[config.mk]
export PLATFORM = sky130hd
export DESIGN_NAME = arb_resp_router
export DESIGN_NICKNAME = d
export VERILOG_FILES = /design/src/rtl/arb_resp_router.sv
export SDC_FILE = /design/constraint.sdc
export NUM_CORES = 1
export LEC_CHECK = 0
export BUFFER_PORTS_ARGS = -buffer_cell sky130_fd_sc_hd__buf_2
export CAP_MARGIN = 20
export CORE_MARGIN = 3
export CORE_UTILIZATION = 49
export DETAILED_ROUTE_END_ITERATION = 8
export GPL_TIMING_DRIVEN = 0
export PLACE_DENSITY_LB_ADDON = 0.15
export REMOVE_ABC_BUFFERS = 1
export SYNTH_ARGS = -nofsm -noshare
export SYNTH_HDL_FRONTEND = slang
export SYNTH_SLANG_ARGS = --single-unit
export TNS_END_PERCENT = 1
[constraint.sdc]
create_clock -name clk -period 5.21 [get_ports clk]
set_input_delay 0.2605 -clock clk [delete_from_list [all_inputs] [get_ports clk]]
set_output_delay 0.2605 -clock clk [all_outputs]
set_load 0.05 [all_outputs]
[src/rtl/arb_resp_router.sv]
// Return-path router: records accepted grant indices in issue order and steers each in-order response to its requester.
// Optional sticky protocol-error flag `err` is enabled by defining ARB_RESP_ROUTER_ERR_EN.
module arb_resp_router #(
  parameter int NUM_REQ = 4,
  parameter int DATA_W  = 32,
  parameter int DEPTH   = 8
) (
  input  logic                         clk,
  input  logic                         rstn,
  input  logic [NUM_REQ-1:0]           grant,
  input  logic                         req_fire,
  output logic                         req_stall,
  input  logic                         rsp_valid,
  input  logic [DATA_W-1:0]            rsp_data,
  output logic                         rsp_ready,
  output logic [NUM_REQ-1:0]           rsp_valid_o,
  output logic [DATA_W-1:0]            rsp_data_o,
  input  logic [NUM_REQ-1:0]           rsp_ready_i,
  output logic [$clog2(DEPTH+1)-1:0]   outstanding
`ifdef ARB_RESP_ROUTER_ERR_EN
  ,
  output logic                         err
`endif
);

  localparam int IW = (NUM_REQ > 1) ? $clog2(NUM_REQ) : 1;
  localparam int PW = $clog2(DEPTH);
  localparam int CW = $clog2(DEPTH+1);

  logic [IW-1:0] fifo_r [DEPTH];
  logic [PW-1:0] wr_ptr_r;
  logic [PW-1:0] rd_ptr_r;
  logic [CW-1:0] cnt_r;
  logic [IW-1:0] idx_s;
  logic          empty_s;
  logic          full_s;
  logic          push_s;
  logic          pop_s;
  logic          grant_nz_s;

  // Non-one-hot grants resolve to the lowest set bit.
  function automatic logic [IW-1:0] enc_lowest(input logic [NUM_REQ-1:0] v);
    logic [IW-1:0] r;
    r = '0;
    for (int i = NUM_REQ - 1; i >= 0; i--) begin
      if (v[i]) r = IW'(i);
      else      r = r;
    end
    return r;
  endfunction

  assign idx_s      = fifo_r[rd_ptr_r];
  assign empty_s    = (cnt_r == {CW{1'b0}});
  assign full_s     = (cnt_r == CW'(DEPTH));
  assign grant_nz_s = (grant != {NUM_REQ{1'b0}});
  assign pop_s      = rsp_valid & rsp_ready;
  // A pop at full frees the slot, so a simultaneous push is still accepted.
  assign push_s     = req_fire & grant_nz_s & (~full_s | pop_s);

  assign rsp_ready   = ~empty_s & rsp_ready_i[idx_s];
  assign rsp_data_o  = rsp_data;
  assign req_stall   = full_s;
  assign outstanding = cnt_r;

  // One-hot response valid toward the requester at the FIFO head.
  always_comb begin
    rsp_valid_o = {NUM_REQ{1'b0}};
    if (rsp_valid && !empty_s) rsp_valid_o[idx_s] = 1'b1;
    else                       rsp_valid_o = {NUM_REQ{1'b0}};
  end

  // FIFO storage and pointer/occupancy bookkeeping.
  always_ff @(posedge clk or negedge rstn) begin
    if (!rstn) begin
      for (int i = 0; i < DEPTH; i++) fifo_r[i] <= '0;
      wr_ptr_r <= '0;
      rd_ptr_r <= '0;
      cnt_r    <= '0;
    end else begin
      if (push_s) begin
        fifo_r[wr_ptr_r] <= enc_lowest(grant);
        wr_ptr_r         <= wr_ptr_r + PW'(1);
      end
      if (pop_s) rd_ptr_r <= rd_ptr_r + PW'(1);
      case ({push_s, pop_s})
        2'b10:   cnt_r <= cnt_r + CW'(1);
        2'b01:   cnt_r <= cnt_r - CW'(1);
        default: cnt_r <= cnt_r;
      endcase
    end
  end

`ifdef ARB_RESP_ROUTER_ERR_EN
  logic grant_onehot_s;
  logic err_event_s;

  assign grant_onehot_s = grant_nz_s &
                          ((grant & (grant - NUM_REQ'(1))) == {NUM_REQ{1'b0}});
  assign err_event_s    = (req_fire & ~grant_onehot_s) |
                          (req_fire & full_s & ~pop_s) |
                          (rsp_valid & empty_s);

  // Sticky protocol-error flag, cleared only by reset.
  always_ff @(posedge clk or negedge rstn) begin
    if (!rstn)            err <= 1'b0;
    else if (err_event_s) err <= 1'b1;
    else                  err <= err;
  end
`endif

endmodule

======== Word level (Yosys, flattened, before mapping) ========
Cells that the tools add are included.
word-level totals
  RAM bits ................................ 0
  logic and storage cells ................. 56
  memories kept ........................... 0
  register bits after elaboration ......... 26
  input bits .............................. 44
  ROM bits ................................ 0
  bits in latches ......................... 0
operators by class
  reduce and logical (&&, ||, !) cells .... 7
  add/subtract/negate cells ............... 4
  order comparisons ....................... 5
  bitwise logic cells ..................... 9
  equal/unequal tests ..................... 3
  multiplexer cells ....................... 17
  div/mod/pow operators ................... 0
  multipliers ............................. 0
  shifts and indexed selects .............. 0
operators by type and width
  kind                 number
  $bwmux 16            1
  $mux 2               8
  $ge 4x4->1 const B   2
  $not 3->4            2
  $pmux 4 s2           1
  $add 3x1->3 const B  2
  $bmux 2 s3           1
  $demux 2 s3          1
  $add 4x1->4 const B  1
  $and 1x1->1          4
  $eq 4x4->1 const B   1
  $logic_not 4->1      1
  $lt 4x1->1 const B   1
  $mux 4               1
  $reduce_bool 4->1    1
  $sub 4x1->4 const B  1
  $logic_and 1x1->1    3
  $lt 2x3->1 const B   1
  $bmux 1 s2           1
  $demux 1 s2          1
  $eq 2x1->1 const B   1
  $eq 2x2->1 const B   1
  $ge 2x1->1 const B   1
  $mux 1               2
  4 further kinds      5

======== Logic depth before layout (Yosys ltp) ========
Gate-level depths: netlist of run 1.
  depth in word-level cells ............... 12
  gate-level depth with buffers ........... 16

======== Worst setup path before layout of run 1 ========
No wires, ideal clock.
  kind .................................... flip-flop to flip-flop
  start ................................... register cnt_r[0] (netlist: outstanding[0])
  end ..................................... register cnt_r[3] (netlist: outstanding[3])
  path buffers ............................ 1
  stages on the path, launching flop included .. 13
  data arrival time ....................... 4144 ps
  slack ................................... 922 ps
  period minus slack after synthesis ...... 4288 ps
  path through ............................ dfrtp_1 -> nor4b_1 -> a21boi_1 -> buf_6 -> nor3b_1 -> inv_1 -> ha_1 -> ha_1 -> a21o_1 -> a21oi_1 -> xnor2_1 -> nor2_1 -> xor2_1
between the ends
  elaborated cells between the ends (all ways) .. 14
  classes of those cells .................. add/sub: 2; eq/ne: 3; mux: 1; bitwise: 6; reduce/logical: 2
RTL lines
  what                                                    RTL line  RTL
  from (decl)                                             33        logic [CW-1:0] cnt_r;
  from (signal assigned)                                  86        2'b10: cnt_r <= cnt_r + CW'(1);
  from (signal assigned)                                  87        2'b01: cnt_r <= cnt_r - CW'(1);
  from (signal assigned)                                  88        default: cnt_r <= cnt_r;
  $eq 4x4->1 (*)                                          54        assign full_s = (cnt_r == CW'(DEPTH));
  net req_stall                                           12        output logic req_stall,
  $not 1->1 (*)                                           58        assign push_s = req_fire & grant_nz_s & (~full_s | pop_s);
  $or 1x1->1 (*)                                          58
  $and 1x1->1 (*)                                         58
  $eq 2x1->1 / $eq 2x2->1 (equally long branches)         85        case ({push_s, pop_s})
  $pmux 4 s2 / $reduce_bool 2->1 (equally long branches)  n/a
Mark *: on every way through the listed nets, which the timed path passes. The rest lies on a longest branch.
A chain may end at the register's enable or synchronous reset.

======== Final worst setup path of run 1 ========
  start ................................... register rd_ptr_r[0]
  end ..................................... register cnt_r[3] (netlist: outstanding[3])
between the ends
  longest elaborated chain between the ends .. 12
  elaborated cells between the ends (all ways) .. 14
  classes of those cells .................. eq/ne: 2; mux: 6; bitwise: 5; reduce/logical: 1
RTL lines
  what                                                    RTL line  RTL
  from (decl)                                             32        logic [PW-1:0] rd_ptr_r;
  from (signal assigned)                                  84        if (pop_s) rd_ptr_r <= rd_ptr_r + PW'(1);
  $not 3->4 (not written as such) (*)                     52        assign idx_s = fifo_r[rd_ptr_r];
  $bmux 2 s3 (*)                                          52
  $mux 2 (not written as such) (*) (2 in a row)           52
  $bmux 1 s2 (*)                                          60        assign rsp_ready = ~empty_s & rsp_ready_i[idx_s];
  $mux 1 (not written as such) (*)                        60
  $and 1x1->1 (*)                                         60
  $and 1x1->1 (*)                                         56        assign pop_s = rsp_valid & rsp_ready;
  $or 1x1->1                                              58
  $and 1x1->1                                             58
  $eq 2x1->1 / $eq 2x2->1 (equally long branches)         85
  $pmux 4 s2 / $reduce_bool 2->1 (equally long branches)  n/a
Mark *: on every way between the ends. The rest lies on a longest branch, timed or not. The select of a mux whose other input is x is not followed.

==> results of run 1 <==
power groups by stage:
stage | registers [mW] | clock network [mW] | logic, mW
after floorplan | 0.432 | 0 | 0.448
after global placement | 0.398 | 0 | 0.600
after detailed placement | 0.403 | 0 | 0.616
after CTS | 0.398 | 0.108 | 0.620
after global routing | 0.419 | 0.115 | 0.684
final | 0.398 | 0.101 | 0.611
cell usage in the layout, fill, tap and decap left out, types with 2 or more instances in the layout:
cell / synthesis / final
o22ai_1: 3 / 3
inv_1: 9 / 9
mux2_2: 4 / 4
ha_1: 5 / 5
nand2b_1: 5 / 5
mux2_1: 6 / 6
o2bb2ai_1: 4 / 4
clkbuf_4: 0 / 3
or4_1: 4 / 4
xnor2_1: 3 / 3
buf_2: 0 / 21
nor2b_1: 2 / 2
nor2_1: 6 / 6
or4_4: 2 / 2
mux2i_1: 9 / 9
nand2_1: 6 / 6
nor4_1: 6 / 6
mux4_2: 3 / 3
dfrtp_1: 26 / 26
xor2_1: 5 / 5
nor3_1: 2 / 2
a21oi_1: 2 / 2
critical path, stage by stage, from the launching register on:
cell and delay (ns):
dfrtp_1 0.64, mux4_2 0.56, mux2i_1 0.34, mux2i_1 0.30
a21boi_1 0.28, nor3b_1 0.49, inv_1 0.10, ha_1 0.25
ha_1 0.29, a21o_1 0.18, a21oi_1 0.17, xnor2_1 0.14
nor2_1 0.06, xor2_1 0.14
through the flow:
| stage | power (mW) | std cells |
|---|---|---|
| 2_1_floorplan | 0.879 | 122 |
| 3_3_place_gp | 0.998 | 187 |
| 3_5_place_dp | 1.02 | 188 |
| 4_1_cts | 1.13 | 193 |
| 5_1_grt | 1.22 | 193 |
| 6_report | 1.11 | 193 |
registers in the layout (all words and copies together) (netlist names):
register	cells
fifo_r	16
outstanding	4
rd_ptr_r	3
wr_ptr_r	3
path summary, 6_finish.rpt:
path / start / endpoint / cells after the start
worst max register to register: rd_ptr_r[0] / outstanding[3] / 13
worst min-delay path: req_fire / wr_ptr_r[2] / 4
max in group asynchronous: rstn / fifo_r[12] / 2
min in group asynchronous: rstn / fifo_r[14] / 2
worst min register to register: fifo_r[8] / fifo_r[8] / 1
worst max-delay path: rd_ptr_r[0] / outstanding[3] / 13
layout make-up:
type,count,area [µm²]
clock buffers,4,36.3
fillers,303,1530
inverters,9,33.8
multi-input cells,87,744
flip-flops and latches,26,651
well taps,44,55.1
repair buffers,23,125
metal layers:
metal  up-vias  global-route usage  part of all wire
met2        58               0.273              0.41
li1        508                   -                 -
met1       562               0.288              0.43
met5         -               0.125                 0
met3         2               0.182              0.15
met4         0              0.0369            0.0032
kinds of logic (layout without fill, tap and decap cells):
logic type / after synthesis / in the layout / share of synthesized area
buffers and inverters: 44 / 36 / 0.177
and+or+nand+nor: 38 / 38 / 0.134
DFF: 26 / 26 / 0.384
muxes: 22 / 22 / 0.159
AOI/OAI and AO/OA: 13 / 13 / 0.0554
xor gates and xnor gates: 8 / 8 / 0.0413
adders and majority gates: 6 / 6 / 0.0487
==> results.toml, run 1 <==
[cells_and_area]
fin_area_um2 = 1650
fin_nets = 200
drive_above_1_share = 0.242
area_growth_pct = -2.95
final_util = 0.518
n_antenna_cell = 0

[clock_tree]
post-cts-setup-buffer-count = 0
clkLatencyLatePin_ns = 0.32
cts_hold_buffers = 1
cts_tree = "built"
cts_root_buffer = "clkbuf_4"
cts_htree_levels = 1
cts-resized-gates = 0
numClockSinks = 26
cts_inserted_buffers = 3
ctsLongestPathBuffers = 2
clk_pin_slew_worst_paths_ns = 0.14

[die]
io_pins = 86
die_h_um = 64.8
start_util = 0.533
dieArea_um2 = 4200
core-area_um2 = 3180
num_rows = 20
die_w_um = 64.8

[logic_synthesis]
synth-seq-area-share = 0.384
ys_ff_latch = 26
synth_edf_count = 0
synth_ff_type = "dfrtp_1"
yosys-top-cells-count = "buf_4, dfrtp_1, inv_1, mux2i_1"
postSynthCellCount = 157
synth_top_cell_area_share = 0.384
ys.warnings.count = 0
yosys.area.top_type = "dfrtp_1"
ys_async_sr_fraction = 1.00
yosysUniqueCellTypes = 33
avgSynthCellArea_um2 = 10.8
synth_area_um2 = 1700
yosys.cell_count.top_type = "buf_4"
synthTopCellsByArea = "dfrtp_1, buf_4, mux2i_1, mux2_1, mux4_2"

[critical_path]
timing.critical_path.arrival_ns = 4.24
cp-start-kind = "register"
crit_type = "reg2reg"
rrSetupSlack_ns = 1.19
cp_max_fo = 13
cp.required_ns = 5.43
endpoint_kind = "register"

[timing]
max-slew-margin-rel = 0.446
rsz0062_at_grt = "false"
setup_violations = 0
hold_viol_final = 0
fin_skew_ns = 0.00614
holdWs_ns = 0.319
maxSlewViolCount = 0
clock.fmax_mhz = 249
fin_crit_ns = 4.02
period_share = 0.771
worst_pin_slew_ns = 0.829
setup-tns-final_ns = 0
fin_ws_ns = 1.19

[global_route]
first_global_vias = 1204
grt_pass1_wl_mm = 6.88
antenna_found_initial = 0
grt_usage = 0.222
grt-ovfl-total = 0
grt_max_degree = 27

[power_and_ir_drop]
seq_power_share = 0.358
comb_power_share = 0.550
power_density_nw_per_um2 = 675
switching_power_mw = 0.517
clockPowerShare = 0.091
switching_share = 0.466
ir_worst_vdd_v = 0.000264
p_leak_nw = 0.787
p_int_mw = 0.593

[detailed_routing]
drt_iter0_markers = 59
vias = 1130
wl_mm = 4.06
ant_nets = 0
first_pass_iters = 4
wl_per_cell_um = 21.0
avgViaCountPerCell = 5.85
drc = 0

[place]
post-place-ws_ns = 1.15
dpl_cell_area_um2 = 1600
dp_hpwl_mm = 3.16
port_buffers = 21
gp_congestion = 0.789

[job]
cap_violations = 0

[run_status]
outcome = "completed"

[worst_hold_path]
hp-class = "in2reg"
Note: power is estimated with default switching activity, not from simulation.
==> run 2, diff against run 1 <==
--- a/config.mk
+++ b/config.mk
@@ -8,7 +8,7 @@
 export BUFFER_PORTS_ARGS = -buffer_cell sky130_fd_sc_hd__buf_2
 export CAP_MARGIN = 20
 export CORE_MARGIN = 3
-export CORE_UTILIZATION = 49
+export CORE_UTILIZATION = 46
 export DETAILED_ROUTE_END_ITERATION = 8
 export GPL_TIMING_DRIVEN = 0
 export PLACE_DENSITY_LB_ADDON = 0.15
==> constraint.sdc (replaced) <==
create_clock -name clk -period 4.1 [get_ports clk]
set_input_delay 0.205 -clock clk [delete_from_list [all_inputs] [get_ports clk]]
set_output_delay 0.205 -clock clk [all_outputs]
set_load 0.05 [all_outputs]
==> results.toml, run 2 (same netlist as run 1, synthesis figures left out) <==
[detailed_routing]
wl_per_cell_um = 21.2
first_pass_iters = 4
ant_nets = 0
vias = 1127
avgViaCountPerCell = 5.81
wl_mm = 4.11
drc = 0
drt_iter0_markers = 50

[die]
die_w_um = 66.7
num_rows = 21
core-area_um2 = 3440
dieArea_um2 = 4450
start_util = 0.493
die_h_um = 66.7
io_pins = 86

[critical_path]
timing.critical_path.arrival_ns = 3.81
cp-start-kind = "register"
cp.required_ns = 4.25
regToRegStartpoint = "rd_ptr_r[0]"
crit_type = "reg2reg"
r2r_end = "outstanding[3]"
rrSetupSlack_ns = 0.44
rr_worst_depth = 13
cp_max_fo = 13
endpoint_kind = "register"

[power_and_ir_drop]
total_power_mw = 1.43
ir_worst_vdd_v = 0.000339
p_leak_nw = 0.791
power_density_nw_per_um2 = 864

[worst_hold_path]
min_from = "req_fire"
worstHoldEndpoint = "wr_ptr_r[2]"
hp-class = "in2reg"
hold_path_depth = 4

[global_route]
grt-ovfl-total = 0
grt_max_degree = 27
grt_usage = 0.208
grt_pass1_wl_mm = 6.64
first_global_vias = 1194
antenna_found_initial = 0

[clock_tree]
cts_tree = "built"
clk_pin_slew_worst_paths_ns = 0.08
clkLatencyLatePin_ns = 0.27
cts_inserted_buffers = 3
numClockSinks = 26
ctsLongestPathBuffers = 2
cts_root_buffer = "clkbuf_8"
cts_htree_levels = 1
post-cts-setup-buffer-count = 0

[timing]
max-slew-margin-rel = 0.451
period_share = 0.894
worst_pin_slew_ns = 0.818
clock.fmax_mhz = 273
setup_violations = 0
hold_viol_final = 0
rsz0062_at_grt = "false"
fin_skew_ns = 0.00760
fin_crit_ns = 3.66
maxSlewViolCount = 0

[place]
dp_hpwl_mm = 3.21
port_buffers = 21
dpl_cell_area_um2 = 1600
gp_congestion = 0.845

[run_status]
outcome = "completed"

[cells_and_area]
area_growth_pct = -2.21
largest_register_ffs = 16
final_cell_mix = "dfrtp_1, buf_2, mux2i_1, inv_1"
top_register = "fifo_r"
fin_area_um2 = 1660
drive_above_1_share = 0.257
mostFrequentLayoutCell = "dfrtp_1"
n_antenna_cell = 0
fin_nets = 200

[job]
cap_violations = 0
-- run 2: repair_timing --
item / 4_1_cts / 5_1_grt
hold buffers: 1 / 0
hold endpoints to repair: 26 / 0
setup endpoints to repair: 0 / 2
gates resized for setup: 0 / 3
-- run 2: how the worst max path moves through the flow --
stage	start	endpoint	slack (ns)	cells after the start
3_5_place_dp	rd_ptr_r[0]	outstanding[3]	0.04	13
6_report	rd_ptr_r[0]	outstanding[3]	0.44	13
2_1_floorplan	outstanding[0]	outstanding[3]	-0.38	11
5_1_grt	rd_ptr_r[0]	outstanding[3]	0.11	13
4_1_cts	rd_ptr_r[0]	outstanding[3]	0.01	13
3_3_place_gp	rd_ptr_r[0]	outstanding[3]	0.09	13
-- run 2: report_power, final --
group          switching, mW  internal, mW
sequential             0.132         0.382
combinational          0.459         0.321
clock                 0.0731        0.0657
total                  0.664         0.769
-- run 2: area by class of cell --
type                            count  area (µm²)
Clock buffer                        3        41.3
Sequential cell                    26         652
Multi-Input combinational cell     87         753
Fill cell                         331        1780
Inverter                            9        33.8
Timing Repair Buffer               23         120
Tap cell                           46        57.6
-- run 2: stage by stage --
stage | setup WS [ns] | hold WS [ns] | cells | utilization | setup TNS, ns
final | 0.436 | 0.346 | 194 | 0.482 | 0
after global routing | 0.108 | 0.354 | 194 | 0.482 | 0
after CTS | 0.0126 | 0.334 | 194 | 0.479 | 0
after detailed placement | 0.0384 | 0.234 | 190 | 0.464 | 0
after global placement | 0.0909 | 0.227 | 189 | 0.462 | 0
after floorplan | -0.385 | -0.0906 | 122 | - | -0.629
-- run 2: critical path, stage by stage (launching register included) --
cell	delay [ns]
dfrtp_2	0.52
mux4_2	0.54
mux2i_1	0.34
mux2i_1	0.33
a21boi_2	0.20
nor3b_2	0.33
inv_1	0.08
ha_1	0.24
ha_1	0.28
a21o_1	0.17
a21oi_1	0.16
xnor2_1	0.14
nor2_1	0.06
xor2_1	0.14
-- run 2: metal layers --
layer,vias to the layer above,global-route usage,part of all wire
met5,-,0.139,0.0071
met4,2,0.0431,0.010
met3,9,0.159,0.13
met2,55,0.283,0.41
met1,550,0.250,0.44
li1,511,-,-
